==> src/rtl/ps2_rx_fifo.sv <==
// ps2_rx_fifo: PS/2 frame receiver feeding a byte FIFO, with optional key decoder
// Define PS2_RX_DECODE_EN to build the scan-code decoder (key_* outputs tie to 0 otherwise).
module ps2_rx_fifo #(
   parameter int FIFO_BITS = 3,
   parameter int TIMEOUT   = 4096
) (
   input  logic       clk,
   input  logic       reset,
   input  logic       ps2_clk,
   input  logic       ps2_data,
   input  logic       rd,
   output logic [7:0] dout,
   output logic       empty,
   output logic       full,
   output logic       overflow,
   output logic       frame_err,
   output logic       key_strobe,
   output logic [7:0] key_code,
   output logic       key_ext,
   output logic       key_release
);
   typedef enum logic [1:0] {IDLE, DATA, PARITY, STOP} state_t;
   localparam int DEPTH = 2 ** FIFO_BITS;
   localparam int PW    = FIFO_BITS + 1;
   localparam int TW    = $clog2(TIMEOUT + 1);

   state_t          r_state, w_state_nx;
   logic [2:0]      r_csync;
   logic [1:0]      r_dsync;
   logic [TW-1:0]   r_idle;
   logic [2:0]      r_cnt;
   logic [7:0]      r_sr;
   logic            r_par;
   logic            r_ferr;
   logic [PW-1:0]   r_wp, r_rp;
   logic            r_ov;
   logic [7:0]      r_mem [DEPTH];
   logic            w_fall, w_bit, w_tmo, w_push, w_ferr, w_rd, w_wr;

   // r_csync[2] is the previous synchronized clock value for edge detection
   assign w_fall = r_csync[2] & ~r_csync[1];
   assign w_bit  = r_dsync[1];
   assign w_tmo  = (r_state != IDLE) && !w_fall && (r_idle == TW'(TIMEOUT - 1));

   always_ff @(posedge clk or posedge reset) begin
      if (reset) begin
         r_csync <= '1;
         r_dsync <= '1;
         r_state <= IDLE;
      end else begin
         r_csync <= {r_csync[1:0], ps2_clk};
         r_dsync <= {r_dsync[0], ps2_data};
         r_state <= w_state_nx;
      end
   end

   always_comb begin
      w_state_nx = r_state;
      w_push     = 1'b0;
      w_ferr     = 1'b0;
      if (w_tmo) begin
         w_state_nx = IDLE;
         w_ferr     = 1'b1;
      end else if (w_fall) begin
         case (r_state)
            IDLE:   w_state_nx = w_bit ? IDLE : DATA;
            DATA:   w_state_nx = (r_cnt == 3'd7) ? PARITY : DATA;
            PARITY: w_state_nx = STOP;
            STOP: begin
               w_state_nx = IDLE;
               w_push     = w_bit & (^{r_sr, r_par});
               w_ferr     = ~w_push;
            end
         endcase
      end
   end

   always_ff @(posedge clk or posedge reset) begin
      if (reset) begin
         r_idle <= '0;
         r_cnt  <= '0;
         r_sr   <= '0;
         r_par  <= 1'b0;
         r_ferr <= 1'b0;
      end else begin
         r_idle <= (r_state == IDLE || w_fall || w_tmo) ? '0 : r_idle + TW'(1);
         r_ferr <= w_ferr;
         if (w_fall && r_state == IDLE) r_cnt <= '0;
         if (w_fall && r_state == DATA) begin
            r_sr  <= {w_bit, r_sr[7:1]};
            r_cnt <= r_cnt + 3'd1;
         end
         if (w_fall && r_state == PARITY) r_par <= w_bit;
      end
   end

   assign frame_err = r_ferr;
   assign empty     = (r_wp == r_rp);
   assign full      = (r_wp[FIFO_BITS] != r_rp[FIFO_BITS]) &&
                      (r_wp[FIFO_BITS-1:0] == r_rp[FIFO_BITS-1:0]);
   assign w_rd      = rd & ~empty;
   assign w_wr      = w_push & (~full | w_rd);
   assign dout      = r_mem[r_rp[FIFO_BITS-1:0]];
   assign overflow  = r_ov;

   always_ff @(posedge clk) begin
      if (w_wr) r_mem[r_wp[FIFO_BITS-1:0]] <= r_sr;
   end

   always_ff @(posedge clk or posedge reset) begin
      if (reset) begin
         r_wp <= '0;
         r_rp <= '0;
         r_ov <= 1'b0;
      end else begin
         if (w_wr) r_wp <= r_wp + PW'(1);
         if (w_rd) r_rp <= r_rp + PW'(1);
         if (w_push && !w_wr) r_ov <= 1'b1;
      end
   end

`ifdef PS2_RX_DECODE_EN
   logic       r_ext, r_rel, r_kstb, r_kext, r_krel;
   logic [7:0] r_kcode;

   always_ff @(posedge clk or posedge reset) begin
      if (reset) begin
         r_ext   <= 1'b0;
         r_rel   <= 1'b0;
         r_kstb  <= 1'b0;
         r_kext  <= 1'b0;
         r_krel  <= 1'b0;
         r_kcode <= '0;
      end else begin
         r_kstb <= 1'b0;
         if (w_wr) begin
            if (r_sr == 8'hE0) r_ext <= 1'b1;
            else if (r_sr == 8'hF0) r_rel <= 1'b1;
            else if (r_sr == 8'hE1) begin
               r_ext <= 1'b0;
               r_rel <= 1'b0;
            end else begin
               r_kstb  <= 1'b1;
               r_kcode <= r_sr;
               r_kext  <= r_ext;
               r_krel  <= r_rel;
               r_ext   <= 1'b0;
               r_rel   <= 1'b0;
            end
         end
      end
   end

   assign key_strobe  = r_kstb;
   assign key_code    = r_kcode;
   assign key_ext     = r_kext;
   assign key_release = r_krel;
`else
   assign key_strobe  = 1'b0;
   assign key_code    = 8'h00;
   assign key_ext     = 1'b0;
   assign key_release = 1'b0;
`endif
endmodule

==> config.mk <==
export PLATFORM = sky130hd
export DESIGN_NAME = ps2_rx_fifo
export DESIGN_NICKNAME = d
export VERILOG_FILES = /design/src/rtl/ps2_rx_fifo.sv
export SDC_FILE = /design/constraint.sdc
export NUM_CORES = 1
export LEC_CHECK = 0
export BUFFER_PORTS_ARGS = -buffer_cell sky130_fd_sc_hd__buf_4
export CORE_UTILIZATION = 34
export DETAILED_ROUTE_END_ITERATION = 10
export GPL_TIMING_DRIVEN = 0
export PLACE_DENSITY = 0.49
export SYNTH_ARGS = -nofsm -noshare
export SYNTH_HDL_FRONTEND = slang
export SYNTH_SLANG_ARGS = --single-unit
==> constraint.sdc <==
create_clock -name clk -period 2.64 [get_ports clk]
set_clock_uncertainty 0.15 [all_clocks]
set_input_delay 0.264 -clock clk [delete_from_list [all_inputs] [get_ports clk]]
set_output_delay 0.264 -clock clk [all_outputs]
set_load 0.05 [all_outputs]
== Word-level counts from Yosys, hierarchy flattened ==
Memory sizes are Yosys's and may differ from the RTL's.
Index checks and enable logic that the tools add are counted.

* Bits in registers: 42
* Bits in writable memories: 64
* Output and inout port bits: 23
* Word-level logic and storage cells: 65
* Memories: 1

{| class="wikitable"
|+ Memories
! memory !! words !! bits a word !! read ports !! clocked after memory_dff !! write ports !! line !! source
|-
| r_mem || 8 || 8 || 1 || 0 || 1 || 37 || <nowiki>logic [7:0] r_mem [DEPTH];</nowiki>
|}

* $add $sub $neg: 4
* Equal/unequal tests: 8
* Mux-type cells: 16
* Bitwise operators: 9
* Reductions and logical operators: 16

{| class="wikitable"
|+ Operators by type and width
! kind !! number
|-
| $add A13 B1 Y13 const B || 1
|-
| $eq A13 B12 Y1 const B || 1
|-
| $mux W13 || 1
|-
| $mux W1 || 9
|-
| $reduce_xor A9 Y1 || 1
|-
| $add A4 B1 Y4 const B || 2
|-
| $pmux W2 S4 || 1
|-
| $logic_and A1 B1 Y1 || 7
|-
| $mux W2 || 3
|-
| $mux W3 || 2
|-
| $reduce_bool A2 Y1 || 3
|-
| $and A1 B1 Y1 || 4
|-
| $eq A2 B2 Y1 const B || 2
|-
| $eq A4 B4 Y1 || 1
|-
| $not A1 Y1 || 4
|-
| $add A3 B1 Y3 const B || 1
|-
| $eq A3 B3 Y1 || 1
|-
| $eq A3 B3 Y1 const B || 1
|-
| $eq A2 B1 Y1 const B || 1
|-
| $logic_not A1 Y1 || 2
|-
| $logic_not A2 Y1 || 1
|-
| $logic_or A1 B1 Y1 || 2
|-
| $ne A1 B1 Y1 || 1
|-
| $or A1 B1 Y1 || 1
|}

== Depth between registers and ports, before layout ==
Gate-level depths: netlist of run 1.

* Depth after elaboration: 9
* Mapped depth: 7
* Mapped depth without buffers: 6

== Worst setup path after synthesis of run 1 ==
Ideal clock, no wire load.

* Path kind: register -> register
* Start: register r_sr[2]
* End: memory r_mem[3][0], enable pin
* Setup time: 0.333 ns
* Arrival time: 1.977 ns
* Required time: 2.157 ns
* Path slack: 0.180 ns
* Stages on the path, launching flop included: 6
* Buffers on the path: 0
* Period minus slack after synthesis: 2.460 ns
* Path through: dfrtp_1 -> xor2_1 -> xnor3_2 -> xnor2_4 -> nor3_4 -> and4b_1

* Longest elaborated chain between the ends: 8

{| class="wikitable"
|+ Ends and longest elaborated chain
! item !! line !! source
|-
| start: declaration || 32 || <nowiki>logic [7:0] r_sr;</nowiki>
|-
| start signal: assignment || 90 || <nowiki>r_sr <= {w_bit, r_sr[7:1]};</nowiki>
|-
| $reduce_xor A9 Y1 || 71 || <nowiki>w_push = w_bit & (^{r_sr, r_par});</nowiki>
|-
| $and A1 B1 Y1 || 71 ||
|-
| $mux W1 || 65 || <nowiki>case (r_state)</nowiki>
|-
| $mux W1 || 64 || <nowiki>end else if (w_fall) begin</nowiki>
|-
| $mux W1 || 61 || <nowiki>if (w_tmo) begin</nowiki>
|-
| $and A1 B1 Y1 || 102 || <nowiki>assign w_wr = w_push & (~full | w_rd);</nowiki>
|-
| $mux W1 || 107 || <nowiki>if (w_wr) r_mem[r_wp[FIFO_BITS-1:0]] <= r_sr;</nowiki>
|-
| $mux W1 (not written as such) || 107 ||
|-
| end: declaration || 37 ||
|}

Every way passes these cells.

== Final worst setup path of run 1 ==
* Start: register r_sr[4]
* End: memory r_mem[2][7], enable pin

The elaborated chain is that of the path after synthesis.

==> summary.txt, run 1 <==
Floorplanning
  – Top-Level Pins: 28
  – Die H: approximately 120 µm
  – Die span in x: about 120 µm
  – Initial core utilization: 0.3542
  – Die Area: 0.01377 mm²
  – Num rows: 41
  – Core area: 0.01277 mm²

Routing
  – DRC: 0
  – TritonRoute pass-1 iters: 4
  – DR vias/cell: 4.547
  – Via count: 2301
  – Wire per inst: 16.22 µm
  – Iter 0 DRT Violations: 91
  – Post-DRT Antenna Nets: 0
  – Detailed Route WL: 8208 µm

Clock tree
  – CTS Root Cell: clkbuf_16
  – CTS tree: yes
  – Worst-Skew Late Latency: 350 ps
  – Worst-path clk slew: approximately 80 ps
  – # H-tree levels: 3
  – Sink Count: 106
  – Inserted Clock Buffers: 9
  – Worst-case clock buffer depth: 2

STA
  – Peak Freq: around 390 MHz
  – Crit path time final: between 2000 and 3000 ps
  – # setup viols final: 0
  – Final period utilization: 0.9631
  – Max_slew headroom: 0.4500
  – Fin. Hold Viols: 0
  – Slew Limit Fails: 0
  – WHS: between 80 and 90 ps
  – Actual slew at the worst max-slew pin: 818.9 ps

Layout
  – Final net count: between 300 and 400
  – Fillers: 1161
  – Area Overhead vs Synth: 18.64%
  – Layout cells sized above 1: 0.3473
  – Sequential cell area: around 0.003 mm²
  – Layout Cells excl Fill: slightly above 500
  – Finished layout cell area: 0.005368 mm²
  – Diodes inserted: 0
  – Area of the multi-input gates: 0.001465 mm²

Pwr
  – Reported leakage power: 2.109 nW
  – Cell Pwr Density: 907.8 mW/mm²
  – Maximum VDD drop: 0.4333 mV
  – Power, Total: 4.873 mW

GRT
  – GR Util All Layers: 0.1317
  – Largest net degree at the start of global routing: 39
  – Initial antenna violation count: 0
  – Vias in the first global route: between 2000 and 2500
  – First-pass GRT wire length: around 14000 µm
  – Total gr overflow: 0

Place
  – Dpl cell area: 0.004917 mm²
  – PortBufs: 16
  – Placed instance count: 481
  – Post-DP HPWL: 5134 µm
  – Gpl congestion: 0.7078

Synthesis
  – Gate Count Post-Synth: ~280
  – Synth Cell Area: approximately 0.0045 mm²
  – Top FF cell, synth: edfxtp_1
  – Post-synth EDFFs: 64
  – Syn Area/Cell: around 16 µm²
  – Sequential fraction of the synthesis area: 0.6585
  – Yosys Warn Count: 0
  – Post-synthesis register bit count: 106
  – Netlist cell types: 44
  – Post-synth ARST share: 0.3962

Worst hold path
  – Worst hold stages: 3
  – Hold Crit Class: input pin to flop

Worst setup path
  – Slowest-stage cell, CP: xnor3_2
  – CP max stage delay: 500 ps
  – Worst EP arrival: 2430 ps
  – Reg2reg end: r_mem[2][7]
  – Source of the critical timing path: r_sr[4]
  – R2R cell count: 6
  – Worst setup path end: r_mem[2][7]
  – Setup CP Type: flop to flop
  – Worst path cell trace: xor2_1 -> xnor3_2 -> xnor2_4 -> nor3_4 -> buf_4 -> and4bb_4
  – Worst-path fanout max: 11
  – WP data required: about 2500 ps
  – CP Launch Type: flop
  – Worst r2r src: r_sr[4]
  – Internal reg-to-reg setup slack: 100 ps
  – CP Capture Type: flop

Outcome
  – Outcome: completed

Run
  – Max cap viols: 0
==> cells by family (layout without fill, tap and decap cells) <==
logic type | Yosys count | count (layout) | synth area share
xor+xnor | 27 | 27 | 0.05973
buf+inv | 29 | 71 | 0.03401
compound gates | 13 | 13 | 0.01742
fa+ha+maj | 5 | 5 | 0.01383
mux | 35 | 35 | 0.1278
simple gates | 66 | 66 | 0.08795
other cells | 1 | 11 | 0.0008289
flops | 106 | 106 | 0.6585
==> worst min-delay path by stage <==
stage | slack [ps] | endpoint | from
2_1_floorplan | 120 | r_csync[0] | ps2_clk
3_3_place_gp | 200 | r_dsync[1] | r_dsync[0]
3_5_place_dp | 20 | r_sr[3] | reset
4_1_cts | 70 | r_rp[2] | rd
5_1_grt | 120 | r_rp[2] | rd
6_report | 90 | r_rp[2] | rd
==> metrics by stage <==
stage	TNS [ps]	setup WS [ps]	util
after floorplan	0	180.3	-
after global placement	-16220	-329.3	0.3834
after detailed placement	-18240	-371.8	0.3850
after CTS	0	11.16	0.4164
after global routing	-46.29	-7.970	0.4202
final	0	97.52	0.4202
==> where the power goes <==
group | leakage [nW] | internal (mW) | total [mW] | switching, mW
Sequential | 1.15 | 1.95 | 2.11 | 0.156
Clock | 0.151 | 0.753 | 1.39 | 0.632
Combinational | 0.812 | 0.636 | 1.38 | 0.742
Total | 2.11 | 3.34 | 4.87 | 1.53
==> state kept, by name, summed over array words and instances, names as in the netlist, 3 cells and up <==
| signal | cells |
|---|---|
| r_csync | 3 |
| r_wp | 4 |
| r_cnt | 3 |
| r_idle | 13 |
| r_rp | 4 |
| r_sr | 8 |
| r_mem | 64 |
==> repair_timing <==
action                                 4_1_cts  5_1_grt
buffers inserted                             3        3
endpoints found under the hold margin       39        0
pin swaps                                    5        2
hold buffers                                 3        0
setup endpoints to repair                   73       73
gates resized for setup                     21        9
==> critical path, delay by kind of cell (launching register included) <==
| kind | cells | cell delay, ps |
|---|---|---|
| buffers and inverters | 1 | 170 |
| xor gates and xnor gates | 3 | 860 |
| DFF | 1 | 480 |
| and+or+nand+nor | 2 | 570 |
==> placed cells by master (no fill, tap or decap), types with 3 or more instances in the layout <==
cell type / netlist / routed
clkbuf_1: 8 / 7
dfrtp_2: 0 / 6
ha_1: 5 / 5
nand3_1: 11 / 11
o21ai_0: 6 / 6
buf_4: 11 / 33
conb_1: 1 / 11
dfrtp_1: 37 / 31
dfstp_2: 5 / 5
clkbuf_16: 0 / 9
nand4_1: 3 / 3
xor2_1: 15 / 15
and4b_4: 0 / 3
mux2_2: 18 / 18
dlygate4sd3_1: 0 / 3
nand2_1: 10 / 10
xnor2_1: 10 / 9
edfxtp_1: 64 / 64
mux4_2: 16 / 16
inv_1: 6 / 5
inv_6: 0 / 4
nor2_1: 19 / 19
==> cell usage after synthesis (2+ instances only) <==
master,count,area share
edfxtp_1,64,0.42
dfrtp_1,37,0.20
nor2_1,19,0.016
mux2_2,18,0.045
mux4_2,16,0.080
xor2_1,15,0.029
buf_4,11,0.018
nand3_1,11,0.012
nand2_1,10,0.0083
xnor2_1,10,0.019
clkbuf_1,8,0.0066
inv_1,6,0.0050
o21ai_0,6,0.0066
dfstp_2,5,0.029
ha_1,5,0.014
and4b_1,3,0.0066
buf_2,3,0.0033
nand4_1,3,0.0041
a21o_1,2,0.0033
and4_1,2,0.0039
and4bb_1,2,0.0055
nor2b_1,2,0.0028
nor3_1,2,0.0022
o21ai_1,2,0.0022
==> per-layer routing <==
layer / track usage / vias to the layer above / part of all wire
li1: - / 1110 / -
met1: 0.1600 / 1159 / 0.44
met2: 0.2260 / 27 / 0.52
met3: 0.04086 / 5 / 0.033
met4: 0.03409 / 0 / 0.0062
met5: 0 / - / 0
==> final cells by class <==
type | instances | share of cell area
sequential | 106 | 0.5564
multi-input combinational | 157 | 0.2730
clock buffer | 9 | 0.04196
timing repair buffer | 26 | 0.04009
tap | 172 | 0.04009
buffer | 23 | 0.02937
clock inverter | 7 | 0.01492
inverter | 6 | 0.004196
Power figures use the tool's default switching activity.
==> run 2, diff against run 1 <==
--- a/config.mk
+++ b/config.mk
@@ -7,9 +7,10 @@
 export LEC_CHECK = 0
 export BUFFER_PORTS_ARGS = -buffer_cell sky130_fd_sc_hd__buf_4
 export CORE_UTILIZATION = 34
+export CTS_BUF_LIST = sky130_fd_sc_hd__clkbuf_8
 export DETAILED_ROUTE_END_ITERATION = 10
 export GPL_TIMING_DRIVEN = 0
-export PLACE_DENSITY = 0.49
+export PLACE_DENSITY = 0.62
 export SYNTH_ARGS = -nofsm -noshare
 export SYNTH_HDL_FRONTEND = slang
 export SYNTH_SLANG_ARGS = --single-unit
==> summary.txt, run 2 (same netlist as run 1, synthesis figures left out) <==
Worst setup path
  – CP delay by family, top: multiplexers (was XOR/XNOR gates)
  – Count of buffer and inverter cells on the critical path: 3 (was 1)
  – CP Launch Type: flop (unchanged)
  – Setup CP Type: flop to output pin (was flop to flop)
  – Worst-path fanout max: 10 (was 11)
  – Worst path cell trace: buf_12 -> buf_8 -> mux4_2 -> mux2_2 -> buf_4 (was xor2_1 -> xnor3_2 -> xnor2_4 -> nor3_4 -> buf_4 -> and4bb_4)
  – Slowest-stage cell, CP: mux4_2 (was xnor3_2)
  – WP data required: 2230 ps (was 2530 ps)
  – Worst EP arrival: 2120 ps (was 2430 ps)
  – CP Capture Type: output pin (was flop)
  – CP max stage delay: 500 ps (about the same)

Routing
  – Detailed Route WL: 7394 µm (was 8208 µm)
  – Iter 0 DRT Violations: 171 (was 91)
  – DR vias/cell: 4.571 (was 4.547)
  – Wire per inst: 14.47 µm (was 16.22 µm)
  – Post-DRT Antenna Nets: 0 (unchanged)
  – DRC: 0 (unchanged)
  – Via count: 2336 (was 2301)
  – TritonRoute pass-1 iters: 4 (unchanged)

Layout
  – Sequential cell area: 0.002987 mm² (unchanged)
  – Layout cells sized above 1: 0.3510 (was 0.3473)
  – Diodes inserted: 0 (unchanged)
  – Area Overhead vs Synth: 16.81% (was 18.64%)
  – Fillers: 1148 (was 1161)
  – Number of flip-flops in the largest register: 64 (unchanged)
  – Commonest non-fill, non-tap cells in the layout: edfxtp_1, buf_4, dfrtp_1, nor2_1, mux2_2 (unchanged)
  – Final net count: 344 (was 339)
  – Most common cell after layout, fill and taps aside: edfxtp_1 (unchanged)
  – Area of the multi-input gates: 0.001454 mm² (was 0.001465 mm²)
  – Layout Cells excl Fill: 511 (was 506)

STA
  – Actual slew at the worst max-slew pin: 660.8 ps (was 818.9 ps)
  – Slew Limit Fails: 0 (unchanged)
  – # setup viols final: 0 (unchanged)
  – Max_slew headroom: 0.5571 (was 0.4500)
  – Final worst slack: 102.1 ps (was 97.52 ps)
  – Setup_tns: 0 ps (unchanged)
  – Final period utilization: 0.9613 (was 0.9631)
  – WHS: 59.72 ps (was 86.65 ps)
  – Peak Freq: 394.0 MHz (was 393.3 MHz)
  – Crit path time final: 2538 ps (was 2542 ps)
  – RSZ-0062 raised after global routing: false
  – Fin. Hold Viols: 0 (unchanged)

Pwr
  – Reported leakage power: 2.077 nW (was 2.109 nW)
  – Cell Pwr Density: 849.0 mW/mm² (was 907.8 mW/mm²)
  – Power, Total: 4.487 mW (was 4.873 mW)
  – Maximum VDD drop: 0.3594 mV (was 0.4333 mV)

Clock tree
  – Inserted Clock Buffers: 9 (unchanged)
  – # H-tree levels: 3 (unchanged)
  – Sink Count: 106 (unchanged)
  – CTS Root Cell: clkbuf_8 (was clkbuf_16)
  – Worst-case clock buffer depth: 2 (unchanged)
  – CTS tree: yes (unchanged)
  – Worst-path clk slew: 110 ps (was 80 ps)
  – Worst-Skew Late Latency: 380 ps (was 350 ps)

Floorplanning
  – Die Area: 0.01377 mm² (unchanged)
  – Die span in x: 117.4 µm (unchanged)
  – Core area: 0.01277 mm² (unchanged)
  – Top-Level Pins: 28 (unchanged)
  – Die H: 117.4 µm (unchanged)
  – Num rows: 41 (unchanged)
  – Initial core utilization: 0.3542 (unchanged)

Place
  – Placed instance count: 481 (unchanged)
  – Gpl congestion: 0.6922 (was 0.7078)
  – PortBufs: 16 (unchanged)
  – Post-DP HPWL: 4803 µm (was 5134 µm)
  – Dpl ws: -273.1 ps (was -371.8 ps)

GRT
  – First-pass GRT wire length: 12450 µm (was 13570 µm)
  – Vias in the first global route: 2394 (was 2497)
  – GR Util All Layers: 0.1166 (was 0.1317)
  – Largest net degree at the start of global routing: 43 (was 39)
  – Initial antenna violation count: 0 (unchanged)
  – Total gr overflow: 0 (unchanged)

Outcome
  – Outcome: completed (unchanged)

Run
  – Max cap viols: 0 (unchanged)

Worst hold path
  – Hold Crit Class: input pin to flop (unchanged)
## run 2: changes by cell type in the layout (fill, tap and decap cells not counted), moves of 2 or more
cell	before	now
inv_6	4	2
buf_12	1	3
clkbuf_8	0	9
buf_4	33	37
clkbuf_16	9	0
## run 2: metal layers
metal  vias up  track usage  part of all wire
met5         -            0                 0
met4         0      0.04140             0.015
met3        10      0.03064             0.027
met2        30       0.1905              0.48
met1      1170       0.1493              0.47
li1       1126            -                 -
## run 2: layout make-up
| cell class | count | area share |
|---|---|---|
| repair buffers | 31 | 0.05019 |
| clock buffers | 9 | 0.02344 |
| clock inverters | 7 | 0.01089 |
| multi-input cells | 157 | 0.2751 |
| inverters | 6 | 0.004261 |
| plain buffers | 23 | 0.03030 |
| well taps | 172 | 0.04072 |
| flip-flops and latches | 106 | 0.5651 |
## run 2: power by group
| group | internal (mW) | total [mW] | switching (mW) | leakage (nW) |
|---|---|---|---|---|
| logic | 0.692 | 1.49 | 0.802 | 0.835 |
| registers | 1.95 | 2.04 | 0.0919 | 1.15 |
| clock network | 0.360 | 0.949 | 0.589 | 0.0955 |
| total | 3.00 | 4.49 | 1.48 | 2.08 |
## run 2: stage by stage
stage,utilization,area (µm²)
after global placement,0.3834,4897
after global routing,0.4138,5285
after CTS,0.4050,5174
after floorplan,-,4562
after detailed placement,0.3850,4917
final,0.4138,5285
## run 2: tightest hold or removal path, stage by stage
cell	delay (ps)
buf_4	130
nand3_1	90
xnor2_1	70
## run 2: worst paths after layout
| kind | startpoint | end | slack (ps) | cells past startpoint |
|---|---|---|---|---|
| hold / removal | rd | r_rp[2] | 60 | 3 |
| setup / recovery | r_rp[0] | dout[6] | 100 | 5 |
| max in group asynchronous | reset | r_csync[0] | 1750 | 4 |
| min in group asynchronous | reset | r_idle[2] | 310 | 4 |
| hold reg to reg | r_csync[0] | r_csync[1] | 210 | 0 |
| setup reg to reg | r_sr[2] | r_mem[3][0] | 120 | 5 |
## run 2: repair_timing
action,in CTS,in global routing
pin swaps,2,4
hold buffers,3,0
endpoints found under the hold margin,44,0
buffers inserted,1,10
gates resized for setup,19,10
setup endpoints to repair,73,73
gates cloned,0,0
